[src/rtl/debounce_botones.sv]
// Per-button two-flop synchronizer, debounce FSM and rising-edge one-shot.
// Feeds clean load strobes for operand A, opcode and operand B.
`timescale 1ns/1ps

module debounce_botones #(
  parameter int CANT_BOTONES_ALU = 4,
  parameter int CICLOS_ESTABLES  = 8,
  parameter int BITS_CONTADOR    = 20
) (
  input  logic                        i_clock,
  input  logic                        i_reset,
  input  logic [CANT_BOTONES_ALU-1:0] i_botones,
  output logic [CANT_BOTONES_ALU-1:0] o_botones_estables,
  output logic [CANT_BOTONES_ALU-1:0] o_pulsos
);

  typedef enum logic [1:0] {
    ESTABLE_BAJO,
    VALIDANDO_ALTO,
    ESTABLE_ALTO,
    VALIDANDO_BAJO
  } estado_t;

  localparam logic [BITS_CONTADOR-1:0] CNT_FINAL = BITS_CONTADOR'(CICLOS_ESTABLES - 1);
  localparam logic [BITS_CONTADOR-1:0] CNT_UNO   = BITS_CONTADOR'(1);

  logic [CANT_BOTONES_ALU-1:0] sincA_q;
  logic [CANT_BOTONES_ALU-1:0] sincB_q;

  // Only sincB_q is allowed into the debounce logic; sincA_q may be metastable.
  always_ff @(posedge i_clock or negedge i_reset) begin
    if (!i_reset) begin
      sincA_q <= '0;
      sincB_q <= '0;
    end else begin
      sincA_q <= i_botones;
      sincB_q <= sincA_q;
    end
  end

  for (genvar g = 0; g < CANT_BOTONES_ALU; g++) begin : g_canal
    estado_t                  estado_q, estado_d;
    logic [BITS_CONTADOR-1:0] cnt_q, cnt_d;
    logic                     estable_q, estable_d;
    logic                     pulso_q, pulso_d;
    logic                     s;

    assign s = sincB_q[g];

    always_comb begin
      estado_d = estado_q;
      cnt_d    = '0;
      case (estado_q)
        ESTABLE_BAJO: begin
          if (s) begin
            estado_d = VALIDANDO_ALTO;
            cnt_d    = CNT_UNO;
          end
        end
        VALIDANDO_ALTO: begin
          if (!s) begin
            estado_d = ESTABLE_BAJO;
          end else if (cnt_q == CNT_FINAL) begin
            estado_d = ESTABLE_ALTO;
          end else begin
            cnt_d = cnt_q + CNT_UNO;
          end
        end
        ESTABLE_ALTO: begin
          if (!s) begin
            estado_d = VALIDANDO_BAJO;
            cnt_d    = CNT_UNO;
          end
        end
        VALIDANDO_BAJO: begin
          if (s) begin
            estado_d = ESTABLE_ALTO;
          end else if (cnt_q == CNT_FINAL) begin
            estado_d = ESTABLE_BAJO;
          end else begin
            cnt_d = cnt_q + CNT_UNO;
          end
        end
        default: begin
          estado_d = ESTABLE_BAJO;
        end
      endcase

      // Outputs are computed from the next state so they register on the same edge.
      estable_d = (estado_d == ESTABLE_ALTO) || (estado_d == VALIDANDO_BAJO);
      pulso_d   = (estado_q == VALIDANDO_ALTO) && (estado_d == ESTABLE_ALTO);
    end

    always_ff @(posedge i_clock or negedge i_reset) begin
      if (!i_reset) begin
        estado_q  <= ESTABLE_BAJO;
        cnt_q     <= '0;
        estable_q <= 1'b0;
        pulso_q   <= 1'b0;
      end else begin
        estado_q  <= estado_d;
        cnt_q     <= cnt_d;
        estable_q <= estable_d;
        pulso_q   <= pulso_d;
      end
    end

    assign o_botones_estables[g] = estable_q;
    assign o_pulsos[g]           = pulso_q;
  end

endmodule

[config.mk]
export PLATFORM = sky130hd
export DESIGN_NAME = debounce_botones
export DESIGN_NICKNAME = d
export VERILOG_FILES = /design/src/rtl/debounce_botones.sv
export SDC_FILE = /design/constraint.sdc
export NUM_CORES = 1
export LEC_CHECK = 0
export ABC_AREA = 1
export CAP_MARGIN = 20
export CORE_MARGIN = 4
export CORE_UTILIZATION = 60
export DETAILED_ROUTE_END_ITERATION = 6
export MAX_ROUTING_LAYER = met4
export PLACE_DENSITY = 0.78
export SYNTH_ARGS = -nofsm -noshare
export SYNTH_HDL_FRONTEND = slang
export SYNTH_SLANG_ARGS = --single-unit
[constraint.sdc]
create_clock -name i_clock -period 2.2 [get_ports i_clock]
set_input_delay 0.66 -clock i_clock [delete_from_list [all_inputs] [get_ports i_clock]]
set_output_delay 0.66 -clock i_clock [all_outputs]
set_load 0.01 [all_outputs]
# == Yosys cells after proc, flatten, opt, wreduce, memory -nomap -nowiden ==
# Index checks and enable logic that the tools add are counted.
# op_classes
eq_ne,24
muxes,52
addsub,4
reduce_logical,12
# op_table
cell,count
$pmux W20 S4,4
$mux W20,12
$add A20 B1 Y20 const B,4
$eq A20 B3 Y1 const B,4
$mux W2,24
$eq A2 B2 Y1 const B,16
$pmux W2 S4,4
$eq A2 B1 Y1 const B,4
$logic_not A2 Y1,4
$mux W1,8
$logic_and A1 B1 Y1,4
$logic_or A1 B1 Y1,4
# totals
register_bits,104
elab_cells,110

# == Logic depth before layout (Yosys ltp) ==
# logic_depth
depth_word,6
mapped_depth,10
depth_no_buf,10

# == Worst setup path after synthesis ==
# Ideal clock, no wire load.
# synth_path
kind,register -> register
from,reg g_canal[2].cnt_q[0]
to,reg g_canal[2].cnt_q[5]
arrival_time_ns,1.313
path_slack_ns,0.801
path_buffers,1
setup_ns,0.086
path_stages_with_launch,10
path_cell_list,dfrtp_1 -> ha_1 -> nand2_1 -> inv_1 -> nand2_1 -> nor2_1 -> nand3_1 -> nand2_1 -> buf_4 -> nor3_1
# synth_between
elab_chain_len,4
# synth_lines
item,line_no,rtl
from (decl),43,"logic [BITS_CONTADOR-1:0] cnt_q, cnt_d;"
from (signal assigned),102,cnt_q <= cnt_d;
$add A20 B1 Y20 / $eq A20 B3 Y1 (equally long branches),-,
$mux W20 (*),"63, 78",
"$mux W20, on equally long branches","76, 61",
$pmux W20 S4 (*),53,case (estado_q)
named net g_canal[2].cnt_d[5],43,
# The timed path passes the listed nets; every way through them passes the cells marked *.

# == Final worst setup path ==
# layout_path
from,reg g_canal[0].estable_q
to,out o_botones_estables[0]
# layout_lines
item,line_no,rtl
from (decl),44,"logic estable_q, estable_d;"
from (signal assigned),103,estable_q <= estable_d;
to (decl),13,"output logic [CANT_BOTONES_ALU-1:0] o_botones_estables,"
# No word-level cell between the ends.

==> results.ini <==
[global_route]
antenna_found_initial = 0
grt_max_degree = 44
track_usage_pct = 21.7
grt_overflow = 0
grt_first_pass_wirelength_mm = 19.3
grt_pass1_vias = 4453

[critical_path]
required_ps = 1540
start_kind = register
crit_slowest_cell = clkdlybuf4s50_1
arrival_ps = 1340
worstPathMaxFanout = 4
worst-path-buf-inv = 1
slowest_delay_ps = 560
end_kind = primary output
path_cells = clkdlybuf4s50_1
cp_top_family = buffers and inverters
critPathKind = reg -> out

[cts]
cts.clk_slew.worst_paths_ps = 90
hold_buffers = 0
htree_num_levels = 3
root_buffer = clkbuf_8
post_cts_buffers = 0
cts_made_buffers = 9
cts_resized = 0
clockBufferDepth = 2
cts_tree = done
clock_latency_ps = 350
clock_sinks = 103

[detailed_routing]
drc = 0
route.detailed.wl_per_inst_um = 12.2
drt_pass1_iterations = 5
num_vias = 4559
drt.antenna.violating_nets = 0
via_per_inst = 5.19
drt_wl_total_mm = 10.7
drt_iter0_drc = 210

[finish]
final_area_um2 = 5930
diodes = 0
fin_nets = 777
final_layout_size_suffix_gt1_share_pct = 7.00
syn_to_final_growth_pct = 7.46
final_cells = 879

[sta]
fin_setup_tns_ps = 0
min_period_over_period_pct = 91.0
fmax_mhz = 500
min_period_ps = 2000
finalSetupViolCount = 0
finalMaxSlewViolations = 0
finalHoldViolations = 0
fin_hold_ws_ps = 236
worstMarginPinSlew_ps = 450
slew-limit-headroom_pct = 70.0
rsz0062_at_grt = false
fin_skew_ps = 6.06

[floorplanning]
core_um2 = 8850
start_util_pct = 62.4
die_area_um2 = 10800
die_w_um = 104
die_height_um = 104
pin_count = 14
num_rows = 34

[place]
hpwl_mm = 8.06
io_buffers = 13
dp.cells = 864
dpl_cell_area_um2 = 5750
globalplace.congestion = 0.917

[outcome]
status = complete, no violations

[logic_synthesis]
async_reset_ff_share_pct = 100
syn_area_um2 = 5520
ys_warn_count = 0
ys_seq_area_share_pct = 46.7
synth_cell_types = 24
synth.net_count = 760
syn_avg_cell_area_um2 = 7.36
synthCells = 750
ys.flop_type = dfrtp_1
synth-edff-count = 0
synth_seq_cells = 103

[power_and_ir_drop]
p_leak_nw = 2.63
peakVddDrop_mv = 0.262
powerDensity_nw_per_um2 = 539

[run]
cap_violations = 0

[min_path]
hold_class = in -> async

cells in the mapped netlist, types with 4 or more instances:
cell type,count,share of area [%]
nand2_2,11,1.2
buf_4,11,1.5
nor2_1,218,15
nand4_1,8,0.91
nor2_4,9,1.8
nor2_2,9,1.0
nand2_1,187,13
dfrtp_1,103,47
a21oi_1,12,1.1
xnor2_1,9,1.4
ha_1,4,0.91
nor3_1,21,1.9
nand3_1,41,3.7
inv_1,67,4.6
xor2_1,23,3.6
per-stage QoR:
stage / util [%] / power, mW / setup slack (ps)
after floorplan: - / 2.03 / 801
after global routing: 67.0 / 3.33 / 147
after CTS: 67.0 / 3.23 / 181
final: 67.0 / 3.20 / 199
after global placement: 65.0 / 2.09 / 531
after detailed placement: 65.0 / 2.10 / 519
registers in the layout, indices dropped and copies added (netlist names):
register / cells
g_canal.estable_q: 4
g_canal.estado_q: 7
sincA_q: 4
sincB_q: 4
g_canal.cnt_q: 80
g_canal.pulso_q: 4
cells by family after synthesis:
| group | synth area share, % |
|---|---|
| AND/OR/NAND/NOR | 38.7 |
| flip-flops | 46.7 |
| buffers and inverters | 6.46 |
| XOR/XNOR | 5.08 |
| AO/OA/AOI/OAI | 2.15 |
| adder cells (fa/ha/maj) | 0.907 |
final timing paths:
path	from	to	slack, ps	depth (start not counted)
hold reg to reg	sincA_q[0]	sincB_q[0]	350	0
max in group asynchronous	i_reset	g_canal[0].cnt_q[5]	1380	2
hold / removal	i_reset	g_canal[2].cnt_q[8]	240	1
setup / recovery	g_canal[0].estable_q	o_botones_estables[0]	200	1
setup reg to reg	g_canal[3].cnt_q[0]	g_canal[3].cnt_q[16]	500	10
min in group i_clock	sincA_q[0]	sincB_q[0]	350	0
layout make-up:
class | instances | area [um2]
Tap cell | 108 | 135
Clock inverter | 3 | 45.0
Clock buffer | 12 | 135
Sequential cell | 103 | 2580
Timing Repair Buffer | 18 | 190
Multi-Input combinational cell | 565 | 2590
Inverter | 70 | 263
Fill cell | 750 | 2920
metal layers:
metal	track usage [%]	wire [um]	vias up
li1	-	-	2333
met1	27.3	4970	2138
met2	35.7	5230	77
met3	5.21	415	11
met4	5.60	97	0
met5	-	0	-
power by group:
group	internal (mW)	leakage (nW)	switching, mW
clock	0.523	0.0827	0.619
sequential	1.91	1.40	0.0198
combinational	0.0398	1.14	0.0841
layout by cell type, fill, tap and decap left out, drive strengths merged:
master / n
buf: 6
a31o: 1
nand2: 198
xnor2: 9
a21oi: 12
o21bai: 3
nand3: 42
inv: 70
nor3: 21
ha: 4
or2: 2
clkinvlp: 2
clkbuf: 12
xor2: 23
a31oi: 2
nand4: 8
o21ai: 3
dfrtp: 103
bufinv: 1
nand3b: 1
clkdlybuf4s50: 12
nor2: 236
No activity file was read; power rests on OpenSTA's default activity.
